### src/rtl/hazard_control_unit_pkg.sv
// Shared opcode constants and hazard FSM encodings for the pipeline control slice.
package hazard_control_unit_pkg;

  localparam logic [5:0] OP_RTYPE = 6'h00;
  localparam logic [5:0] OP_LW    = 6'h23;
  localparam logic [5:0] OP_SW    = 6'h2B;
  localparam logic [5:0] OP_BEQ   = 6'h04;
  localparam logic [5:0] OP_NOP   = 6'h00;
  localparam logic [5:0] OP_JUMP  = 6'h02;

  // Encoding 2'd3 is unused and is decoded as IDLE by the FSM.
  typedef enum logic [1:0] {
    HZ_IDLE       = 2'd0,
    HZ_BR_WAIT    = 2'd1,
    HZ_BR_RESOLVE = 2'd2
  } hz_state_e;

  // True when the instruction reads rt as a source operand.
  function automatic logic reads_rt(input logic [5:0] op);
    return (op == OP_RTYPE) || (op == OP_SW) || (op == OP_BEQ);
  endfunction

endpackage

### src/rtl/hazard_control_unit_loaduse.sv
// Combinational load-use compare between the load in EX and the sources of ID.
module hazard_loaduse_detect
  import hazard_control_unit_pkg::*;
(
  input  logic       MemRead_EX,
  input  logic [4:0] Rt_EX,
  input  logic [4:0] Rs_ID,
  input  logic [4:0] Rt_ID,
  input  logic [5:0] Opcode_ID,
  output logic       LU
);

  logic rs_hit;
  logic rt_hit;

  // $0 is never a real dependency; rt only counts for opcodes that read it.
  always_comb begin
    rs_hit = (Rt_EX == Rs_ID);
    rt_hit = (Rt_EX == Rt_ID) && reads_rt(Opcode_ID);
    LU     = MemRead_EX && (Rt_EX != 5'd0) && (rs_hit || rt_hit);
  end

endmodule

### src/rtl/hazard_control_unit.sv
// Hazard control: load-use stall, BEQ serialisation until MEM resolve, J fetch flush.
module hazard_control_unit
  import hazard_control_unit_pkg::*;
#(
  parameter int BRANCH_RESOLVE_STAGES = 2,
  parameter int STALL_CNT_W           = 16
) (
  input  logic                   Clk,
  input  logic                   Reset,
  input  logic [5:0]             Opcode_ID,
  input  logic [4:0]             Rs_ID,
  input  logic [4:0]             Rt_ID,
  input  logic                   MemRead_EX,
  input  logic [4:0]             Rt_EX,
  input  logic                   Branch_Taken_MEM,
  output logic                   PC_Write_En,
  output logic                   IF_ID_Write_En,
  output logic                   IF_ID_Flush,
  output logic                   ID_Control_NOP,
  output logic [1:0]             Hazard_State,
  output logic [STALL_CNT_W-1:0] Stall_Count
);

  localparam int CNT_W = $clog2(BRANCH_RESOLVE_STAGES) + 1;
  localparam logic [CNT_W-1:0] WAIT_INIT =
    (BRANCH_RESOLVE_STAGES >= 2) ? CNT_W'(BRANCH_RESOLVE_STAGES - 2) : '0;

  hz_state_e              state_q, state_d;
  logic [CNT_W-1:0]       wait_q, wait_d;
  logic [STALL_CNT_W-1:0] stall_q, stall_d;
  logic                   lu;

  hazard_loaduse_detect u_lu (
    .MemRead_EX (MemRead_EX),
    .Rt_EX      (Rt_EX),
    .Rs_ID      (Rs_ID),
    .Rt_ID      (Rt_ID),
    .Opcode_ID  (Opcode_ID),
    .LU         (lu)
  );

  // State, wait counter and stall counter registers.
  always_ff @(posedge Clk) begin
    if (Reset) begin
      state_q <= HZ_IDLE;
      wait_q  <= '0;
      stall_q <= '0;
    end else begin
      state_q <= state_d;
      wait_q  <= wait_d;
      stall_q <= stall_d;
    end
  end

  // Next-state and output decode; reset forces the safe fetch-blocking outputs.
  always_comb begin
    state_d        = state_q;
    wait_d         = wait_q;
    PC_Write_En    = 1'b1;
    IF_ID_Write_En = 1'b1;
    IF_ID_Flush    = 1'b0;
    ID_Control_NOP = 1'b0;

    case (state_q)
      HZ_BR_WAIT: begin
        PC_Write_En    = 1'b0;
        IF_ID_Write_En = 1'b0;
        IF_ID_Flush    = 1'b1;
        ID_Control_NOP = 1'b1;
        if (wait_q == '0) state_d = HZ_BR_RESOLVE;
        else              wait_d  = wait_q - 1'b1;
      end
      HZ_BR_RESOLVE: begin
        ID_Control_NOP = 1'b1;
        PC_Write_En    = 1'b1;
        if (Branch_Taken_MEM) begin
          IF_ID_Write_En = 1'b0;
          IF_ID_Flush    = 1'b1;
        end else begin
          IF_ID_Write_En = 1'b1;
          IF_ID_Flush    = 1'b0;
        end
        state_d = HZ_IDLE;
      end
      default: begin
        if (lu) begin
          PC_Write_En    = 1'b0;
          IF_ID_Write_En = 1'b0;
          ID_Control_NOP = 1'b1;
          state_d        = HZ_IDLE;
        end else if (Opcode_ID == OP_BEQ) begin
          PC_Write_En    = 1'b0;
          IF_ID_Write_En = 1'b0;
          IF_ID_Flush    = 1'b1;
          if (BRANCH_RESOLVE_STAGES == 1) begin
            state_d = HZ_BR_RESOLVE;
          end else begin
            state_d = HZ_BR_WAIT;
            wait_d  = WAIT_INIT;
          end
        end else if (Opcode_ID == OP_JUMP) begin
          IF_ID_Write_En = 1'b0;
          IF_ID_Flush    = 1'b1;
          state_d        = HZ_IDLE;
        end else begin
          state_d = HZ_IDLE;
        end
      end
    endcase

    if (Reset) begin
      PC_Write_En    = 1'b0;
      IF_ID_Write_En = 1'b0;
      IF_ID_Flush    = 1'b1;
      ID_Control_NOP = 1'b1;
    end
  end

  // Saturating count of cycles in which the PC is held.
  always_comb begin
    stall_d = stall_q;
    if (!PC_Write_En && (stall_q != '1)) stall_d = stall_q + 1'b1;
  end

  assign Hazard_State = state_q;
  assign Stall_Count  = stall_q;

endmodule

### config.mk
export PLATFORM = sky130hd
export DESIGN_NAME = hazard_control_unit
export DESIGN_NICKNAME = d
export VERILOG_FILES = /design/src/rtl/hazard_control_unit_pkg.sv /design/src/rtl/hazard_control_unit_loaduse.sv /design/src/rtl/hazard_control_unit.sv
export SDC_FILE = /design/constraint.sdc
export NUM_CORES = 1
export LEC_CHECK = 0
export ABC_AREA = 0
export BUFFER_PORTS_ARGS = -buffer_cell sky130_fd_sc_hd__clkbuf_2
export CORE_UTILIZATION = 50
export DETAILED_ROUTE_END_ITERATION = 8
export PLACE_DENSITY = 0.88
export SETUP_SLACK_MARGIN = 0.02
export SLEW_MARGIN = 5
export SYNTH_ARGS = -nofsm -noshare
export SYNTH_HDL_FRONTEND = slang
export SYNTH_HIERARCHICAL = 1
export SYNTH_SLANG_ARGS = --single-unit
export TNS_END_PERCENT = 5
### constraint.sdc
create_clock -name Clk -period 3.2 [get_ports Clk]
set_clock_uncertainty 0.1 [all_clocks]
set_input_delay 0.64 -clock Clk [delete_from_list [all_inputs] [get_ports Clk]]
set_output_delay 0.64 -clock Clk [all_outputs]
set_load 0.02 [all_outputs]
==> impl_metrics.toml <==
[hold_path]
min_path_cells = 1
hold_class = "register to register"
hold_end = "wait_q[0]"
min_from = "wait_q[0]"

[sta]
drv_slew = 0
final_hold_viol_count = 0
finalSetupViolCount = 0
worstMarginPinSlew_ps = 708.0
period_needed_ps = 3033
fmax_mhz = 329.7
relSlewSlack_pct = 52.44
finalCritPeriodShare_pct = 94.78

[cells_and_area]
syn_to_final_growth_pct = 22.92
fin_area_mm2 = 0.001684
fin_cells = 242
antennaDiodeCount = 0
fin_nets = 242
drive_gt1_share_pct = 31.60

[clocking]
root_buffer = "clkbuf_4"
cts.sinks = 20
numCtsBuffers = 3
cts_tree = "yes"
cts_setup_buffers = 0
clock_path_buffers = 2
h-tree-depth = 1
clk_pin_slew_worst_paths_ps = 100
clkLatencyLatePin_ps = 320

[pwr]
p_leak_nw = 0.6581
pwr-share-comb_pct = 16.0
seq_power_share_pct = 52.7
power.density_mw_per_mm2 = 284.1
peakVddDrop_v = 0.0002502
p_int_mw = 0.3530
power_frac_clock_pct = 31.3
p_sw_mw = 0.1255
sw_frac_of_total_pct = 26.22

[global_routing]
grt_pass1_wl_mm = 5.099
grt_use_met1_pct = 30.00
grt_pass1_vias = 1151
overflow = 0
grt.busiest_layer = "met2"
antenna_found_initial = 0
gr-usage-met2_pct = 38.21
grt_max_degree = 19
grt_util_met3_pct = 5.833
track_usage_pct = 24.11

[worst_setup_path]
critPathMostFrequentCell = "clkbuf_2"
path_class = "primary input to output pin"
critPathArrivalTime_ps = 2290
ff2ff_path_depth = 5
crit_fanout = 12
r2r-end = "Stall_Count[11]"
startpoint_type = "primary input"
r2r_slack_ps = 880
slowest_delay_ps = 510
end_kind = "output pin"
r2r_start = "Stall_Count[0]"
crit_start = "Opcode_ID[0]"
cp_slowest_cell = "or4_1"
crit_chain = "clkbuf_2 > or4_1 > o21ai_1 > nand3_1 > a21oi_1 > nand2b_1 > a21oi_4 > o21bai_4 > inv_4 > clkbuf_2"
cp.required_ps = 2460

[route]
ant_nets = 0
drt_wl_total_mm = 3.050
drt-pass1-iter-count = 4
wl_per_cell_um = 12.60
num_vias = 1372
viasPerCell = 5.669
dr.first_iter.drc_count = 25
drc = 0

[placement]
routabilityCongestion = 0.8078
dpl.cell_count = 238
hpwlAfterDp_mm = 2.357
placed_area_mm2 = 0.001638
portBuffers = 46

[flow_run]
drv_cap = 0

[logic_synthesis]
synth_top_family_by_area = "simple AND/OR/NAND/NOR gates"
yosysSeqAreaShare_pct = 29.22
synth-compound-area-share_pct = 18.26
synth-xor-area-share_pct = 7.032
ys.flop_type = "dfxtp_1"
synth_mux_area_share_pct = 2.374
syn_nets = 192
avgSynthCellArea_um2 = 8.405
synth_warnings = 6
yosys.area_share.simple_pct = 34.52
yosys_register_bits = 20
synth-edff-count = 0
synth_area_mm2 = 0.001370
async_flop_share_pct = 0
synthCells = 163
yosys.area_share.adder_pct = 3.653
ys_types = 47

[die]
dieArea_mm2 = 0.002953
die_w_um = 54.35
initial_core_util_pct = 54.32
ios = 47
die_y_um = 54.35
rows = 18
core_mm2 = 0.002522

[status]
status = "completed"
power by group through the flow:
stage               clock network (mW)  logic, mW  registers (mW)
finish                           0.150     0.0766           0.252
global placement                     0     0.0743           0.258
CTS                              0.156     0.0755           0.252
detailed placement                   0     0.0753           0.258
global route                     0.167     0.0843           0.252
floorplan                            0     0.0416           0.259
logic make-up (layout without fill, tap and decap cells):
group           after synthesis  in the layout
compound gates               37             37
xor+xnor                     11             11
fa+ha+maj                     4              4
buf+inv                      15             64
flops                        20             20
mux                           3              3
simple gates                 73             73
worst max path at each step:
stage,endpoint,slack [ps],depth (start not counted)
3_5_place_dp,PC_Write_En,110,9
4_1_cts,PC_Write_En,100,9
2_1_floorplan,PC_Write_En,370,9
6_report,PC_Write_En,170,10
3_3_place_gp,PC_Write_En,170,9
5_1_grt,PC_Write_En,-9,10
state kept, by name (all words and copies together), names as in the netlist:
register and cells:
Stall_Count 16, Hazard_State 2, wait_q 2
worst max-delay path, delay by kind of cell:
kind                   cells  cell delay, ps
AOI/OAI and AO/OA          4             500
buffers and inverters      3             350
and+or+nand+nor            3             790
timing repair:
item | in CTS | in global routing
endpoints found under the setup margin | 0 | 1
resized for setup | 0 | 2
hold buffers | 0 | 0
hold endpoints to repair | 0 | 0
synthesized netlist by cell type, types with 2 or more instances:
cell | count | area, um2
nor2b_1 | 6 | 37.54
clkbuf_1 | 3 | 11.26
ha_1 | 4 | 50.05
o21ai_0 | 3 | 15.01
nor2_1 | 14 | 52.55
and4_1 | 2 | 17.52
xor2_1 | 8 | 70.07
inv_1 | 9 | 33.78
a31oi_1 | 2 | 12.51
nand2b_1 | 4 | 25.02
nor4_4 | 3 | 63.81
nor4_1 | 5 | 31.28
a21oi_1 | 13 | 65.06
nand4_1 | 8 | 50.05
o21ai_1 | 2 | 10.01
nand2_1 | 5 | 18.77
mux2_2 | 2 | 22.52
or3_1 | 2 | 12.51
nor3_1 | 2 | 10.01
nand3_1 | 9 | 45.04
o31ai_1 | 4 | 30.03
a31o_2 | 2 | 17.52
or4_1 | 6 | 45.04
dfxtp_1 | 20 | 400.4
xnor2_1 | 3 | 26.28
cell usage in the layout, fill, tap and decap left out, types with 3 or more instances in the layout:
| master | netlist | final |
|---|---|---|
| nor4_1 | 5 | 5 |
| nand2b_1 | 4 | 4 |
| nand3_1 | 9 | 9 |
| a21oi_1 | 13 | 13 |
| buf_4 | 1 | 4 |
| or4_1 | 6 | 6 |
| xnor2_1 | 3 | 3 |
| clkbuf_4 | 0 | 3 |
| o31ai_1 | 4 | 4 |
| inv_1 | 9 | 9 |
| nand4_1 | 8 | 8 |
| nand2_1 | 5 | 5 |
| clkbuf_2 | 0 | 46 |
| dfxtp_1 | 20 | 20 |
| xor2_1 | 8 | 8 |
| nor4_4 | 3 | 3 |
| ha_1 | 4 | 4 |
| nor2_1 | 14 | 14 |
| o21ai_0 | 3 | 3 |
| nor2b_1 | 6 | 6 |
stage by stage:
step                      hold WS [ps]  setup TNS (ps)  setup WS [ps]  total power, mW  utilization, %
final                            384.3               0          167.0           0.4785           66.77
after global routing             431.5          -8.514         -8.514           0.5033           66.77
after CTS                        389.2               0          102.0           0.4840           66.37
after detailed placement         372.8               0          105.4           0.3330           64.93
after global placement           367.5               0          165.7           0.3320           64.93
after floorplan                  353.7               0          370.9           0.3008               -
layout make-up:
| cell class | count | area, um2 |
|---|---|---|
| Sequential cell | 20 | 400.4 |
| Inverter | 10 | 40.04 |
| Clock buffer | 4 | 36.28 |
| Timing Repair Buffer | 50 | 260.3 |
| Fill cell | 217 | 838.3 |
| Tap cell | 30 | 37.54 |
| Multi-Input combinational cell | 128 | 909.6 |
layer usage:
metal	wire (um)	part of all wire, %	up-vias
met5	0	0	-
met1	1361	45	628
met2	1509	49	29
li1	-	-	710
met4	52	1.7	0
met3	126	4.1	5
(Power assumes the default switching activity.)
